[src/rtl/bcm_inv.sv]
// bcm_inv: enumerates every 3-bit input that the bcm map sends to a given 2-bit code, ascending, over valid/ready
module bcm_inv #(
  parameter logic [15:0] MAP = 16'h0F37
) (
  input  logic       clk,
  input  logic       rst_b,
  input  logic       req_valid,
  output logic       req_ready,
  input  logic [1:0] req_code,
  output logic       rsp_valid,
  input  logic       rsp_ready,
  output logic [2:0] rsp_data,
  output logic       rsp_last,
  output logic       rsp_none,
  output logic [3:0] rsp_count
);
  typedef enum logic {IDLE, EMIT} state_e;
  state_e     state_q, state_d;
  logic [7:0] mask_q, mask_d, match;
  logic [3:0] count_q, count_d, pop;
  logic [2:0] low;
  logic       emit, last;
  // descending scan so the lowest set index of the mask wins
  always_comb begin
    match = '0;
    pop = '0;
    low = '0;
    for (int k = 7; k >= 0; k--) begin
      match[k] = MAP[2*k +: 2] == req_code;
      pop = pop + 4'(match[k]);
      if (mask_q[k]) low = 3'(k);
    end
  end
  assign emit = state_q == EMIT;
  assign last = (mask_q & (mask_q - 8'd1)) == 8'd0;
  assign req_ready = !emit;
  assign rsp_valid = emit;
  assign rsp_data = low;
  assign rsp_last = emit && last;
  assign rsp_none = emit && mask_q == 8'd0;
  assign rsp_count = count_q;
  always_comb begin
    state_d = state_q;
    mask_d = mask_q;
    count_d = count_q;
    if (!emit && req_valid) begin
      state_d = EMIT;
      mask_d = match;
      count_d = pop;
    end else if (emit && rsp_ready) begin
      mask_d = mask_q & (mask_q - 8'd1);
      state_d = last ? IDLE : EMIT;
    end
  end
  always_ff @(posedge clk) begin
    if (!rst_b) begin
      state_q <= IDLE;
      mask_q <= '0;
      count_q <= '0;
    end else begin
      state_q <= state_d;
      mask_q <= mask_d;
      count_q <= count_d;
    end
  end
endmodule

[config.mk]
export PLATFORM = sky130hd
export DESIGN_NAME = bcm_inv
export DESIGN_NICKNAME = d
export VERILOG_FILES = /design/src/rtl/bcm_inv.sv
export SDC_FILE = /design/constraint.sdc
export NUM_CORES = 1
export LEC_CHECK = 0
export BUFFER_PORTS_ARGS = -buffer_cell sky130_fd_sc_hd__buf_2
export CORE_UTILIZATION = 41
export DETAILED_ROUTE_END_ITERATION = 16
export GPL_TIMING_DRIVEN = 0
export PLACE_DENSITY = 0.74
export SYNTH_ARGS = -nofsm -noshare
export SYNTH_HDL_FRONTEND = slang
export SYNTH_SLANG_ARGS = --single-unit
[constraint.sdc]
create_clock -name clk -period 1.65 [get_ports clk]
set_input_delay 0.33 -clock clk [delete_from_list [all_inputs] [get_ports clk]]
set_output_delay 0.33 -clock clk [all_outputs]
set_load 0.05 [all_outputs]
Word-level counts from Yosys, hierarchy flattened
Index checks and enable logic that the tools add are counted.
Widths: inputs -> output; s select.
Word-level totals
  register bits after elaboration: 13
  latch bits: 0
  memory bits (writable): 0
  ROM bits: 0
  output and inout bits: 11
  logic and storage cells: 36
  memories kept: 0
Operators by class
  $add $sub $neg: 8
  $mul: 0
  div/mod/pow operators: 0
  order comparisons: 0
  equal/unequal tests: 2
  shift-type cells: 0
  muxes and demuxes: 13
  bitwise gates (word level): 1
  reductions and logical operators: 9
Operators with widths (number)
  $mux 3: 8
  $add 4x1->4: 4
  $logic_not 8->1: 2
  $mux 8: 2
  $and 8x8->8: 1
  $sub 8x1->8 const B: 1
  $add 3x1->4: 1
  $logic_and 1x1->1: 4
  $add 2x1->3: 1
  $mux 1: 3
  $add 1x1->2: 1
  $eq 1x2->1 const A: 1
  $eq 2x2->1 const A: 1
  $logic_not 2->1: 1
  $reduce_bool 2->1: 1
  $logic_not 1->1: 1

Longest topological paths before layout
  word-level depth: 8
  gate-level depth with buffers: 6
  gate-level depth less buffers: 4

Least setup slack after synthesis
No wires, ideal clock.
  kind: register to output
  start point: register mask_q[6]
  end point: output rsp_data[0]
  data arrival time: 1.470 ns
  data required time: 1.320 ns
  setup slack: -0.150 ns
  cell stages (with the launch flop): 5
  buffers on the path: 0
  cells stage by stage: dfxtp_1 -> nand2b_1 -> a21oi_1 -> o21bai_1 -> a21oi_1
On the way
  word-level cells in the longest chain between the ends: 7
RTL lines
  start, declared: line 19  | logic [7:0] mask_q, mask_d, match;
  start signal, assigned: line 62  | mask_q <= mask_d;
  $mux 3 (7 in a row): line 31  | if (mask_q[k]) low = 3'(k);
  end, declared: line 12  | output logic [2:0] rsp_data,
No other way between the ends.

Final worst setup path
  start point: register mask_q[2]
  end point: output rsp_last
On the way
  word-level cells in the longest chain between the ends: 4
RTL lines
  $sub 8x1->8: line 35  | assign last = (mask_q & (mask_q - 8'd1)) == 8'd0;
  $and 8x8->8 *: line 35
  $logic_not 8->1 *: line 35
  $logic_and 1x1->1 *: line 39  | assign rsp_last = emit && last;
  end, declared: line 13  | output logic rsp_last,
Mark *: on every way between the ends. The rest lies on a longest branch, timed or not.

==> metrics.cfg <==
[floorplanning]
coreArea_um2=1520
die_height_um=42.7
dieArea_um2=1820
start_util_pct=44.5
io_pins=17
die_w_um=42.7
rows=14

[worst_setup_path]
crit_path_start=mask_q[2]
reg2reg_from=mask_q[2]
worstPathArrival_ns=1.65
cp_slowest_cell=dfxtp_4
cp_max_fo=5
cp-start-kind=register
critPathMaxStageDelay_ns=0.37
path_cells=nor4_4 -> nand3b_1 -> a2bb2oi_2 -> and2_4 -> buf_8
worstSetupPathType=register to output pin
critPathCaptureType=output pin
crit_required_ns=1.32

[yosys]
synth_edf_count=0
synth.most_common_cell=dfxtp_1
synth.yosys.seq_area_share_pct=38.4
yosys_most_used_dff=dfxtp_1
yosysWarnings=0
synth_top_area_share_pct=38.4
synthDistinctLibCells=30
yosys.area.top_type=dfxtp_1
synth_area_um2=678
ys_ff_latch=13
synth_area_per_cell_um2=8.48
synth_nets=87
synthTopCellsByArea=dfxtp_1 38%, a21boi_0 12%, nand2_1 4.4%
synth_cells=80
synthArstFlopShare_pct=0
netlist_top_cells_count=13 x dfxtp_1, 11 x a21boi_0, 8 x nand2_1, 5 x a21oi_1, 5 x nand3_1

[clocking]
clk_latency_ns=0.27
cts_sinks=13
cts_root_buf=clkbuf_4
clockBufferDepth=2
path_clk_slew_ns=0.08
postCtsHoldBufs=0
htreeDepth=1
numCtsBuffers=3
cts_tree=done

[detailed_routing]
routed_wl_um=1730
drtIter0Drc=5
drtAntennaViolNets=0
avgRoutedWirePerCell_um=13.6
dr.pass1.iters=3
drc=0
vias=705
via_per_inst=5.55

[pwr]
p_int_mw=0.530
swShare_pct=34.2
p_leak_nw=0.420
power_frac_clock_pct=23.9
p_seq_share_pct=42.4
power.switching_mw=0.276
powerDensity_nw_per_um2=797
comb_power_share_pct=33.8
ir_drop_uv=410

[flow_run]
cap_viol_max_count=0

[timing]
slew-limit-headroom_pct=76.1
fmax_ghz=0.505
min_period_ns=1.98
fin_skew_ns=0.00276
finalSetupViolCount=4
fin_tns_setup_ns=-0.713
worstMarginPinSlew_ns=0.358
whs_ns=0.276
final_max_slew_viol_count=0
min_period_over_period_pct=120
layout_setup_ws_ns=-0.331
hold_viol=0
rsz0062_at_grt=true

[min_path]
hold_start=rsp_ready
hp-class=input port to register

[finish]
syn_to_final_growth_pct=49.1
layout-drive-gt1-share_pct=50.5
fill_cells=131
fin_nets=119
num_antenna_cells=0

[global_route]
grt_pass1_wl_um=3050
grt_max_degree=11
grt_pass1_vias=674
antenna_found_initial=0
overflow=0
track_usage_pct=22.8

[placement]
portBuffers=16
routabilityCongestion=0.785
hpwl_um=1060

[run_status]
status=complete, but fails checks
violations=negative setup slack

## cells by family after synthesis
family	after synthesis	share of synthesized area, %
flops	13	38.4
buf+inv	7	5.35
compound gates	27	27.7
simple gates	31	25.3
fa+ha+maj	2	3.32
## state kept, by name (all words and copies together), names as in the netlist
register / cells
mask_q: 8
rsp_count: 4
rsp_valid: 1
## layout make-up
| class | count | area (um^2) | share of cell area (%) |
|---|---|---|---|
| buffer | 3 | 13.8 | 1.36 |
| timing repair buffer | 28 | 201 | 19.9 |
| inverter | 3 | 11.3 | 1.11 |
| sequential | 13 | 284 | 28.1 |
| clock buffer | 4 | 26.3 | 2.60 |
| multi-input combinational | 60 | 454 | 44.9 |
| tap | 16 | 20.0 | 1.98 |
## path summary, 6_finish.rpt
| kind | cells past startpoint | endpoint | slack, ns |
|---|---|---|---|
| worst min register to register | 2 | rsp_count[1] | 0.46 |
| worst min-delay path | 2 | rsp_valid | 0.28 |
| worst max register to register | 6 | mask_q[7] | 0.13 |
| worst max-delay path | 5 | rsp_last | -0.33 |
## worst max-delay path: cells and delay by family (launching register included)
kind / cells / cell delay [ns]
buffers and inverters: 1 / 0.14
AND/OR/NAND/NOR: 3 / 0.69
flip-flops: 1 / 0.37
AO/OA/AOI/OAI: 1 / 0.18
## power groups by stage
| stage | clock, mW | combinational, mW | sequential [mW] |
|---|---|---|---|
| after CTS | 0.199 | 0.251 | 0.340 |
| after detailed placement | 0 | 0.202 | 0.349 |
| after global placement | 0 | 0.199 | 0.348 |
| after global routing | 0.215 | 0.290 | 0.345 |
| final | 0.192 | 0.272 | 0.341 |
| after floorplan | 0 | 0.139 | 0.365 |
## per-layer routing
layer,part of all wire (%),global-route usage (%)
met5,0,0
met4,3.0,14.4
met3,2.7,2.55
met2,50,37.0
met1,44,28.5
## per-stage QoR
step | instance area (um^2) | power, mW | setup WS, ns | utilization [%] | std cells
after detailed placement | 788 | 0.551 | -0.231 | 51.7 | 112
after global routing | 1010 | 0.850 | -0.387 | 66.3 | 127
after CTS | 958 | 0.790 | -0.260 | 62.9 | 125
after floorplan | 688 | 0.504 | -0.150 | - | 80
final | 1010 | 0.806 | -0.331 | 66.3 | 127
after global placement | 788 | 0.547 | -0.216 | 51.7 | 112
## layout by cell type (no fill, tap or decap), types with 3 or more instances in the layout
master / netlist / final
dfxtp_2: 0 / 4
buf_2: 1 / 12
inv_1: 3 / 3
a21boi_0: 11 / 11
clkbuf_4: 0 / 3
dfxtp_1: 13 / 4
buf_4: 0 / 13
buf_6: 1 / 3
dfxtp_4: 0 / 5
a21oi_2: 0 / 3
o211ai_1: 4 / 4
nand2_1: 8 / 8
nand3_1: 5 / 5
## timing repair
item                                    4_1_cts  5_1_grt
gates resized for setup                      30        8
pin swaps                                     6        2
endpoints found under the setup margin        5        5
setup buffers                                10        3
Note: power is estimated with default switching activity, not from simulation.
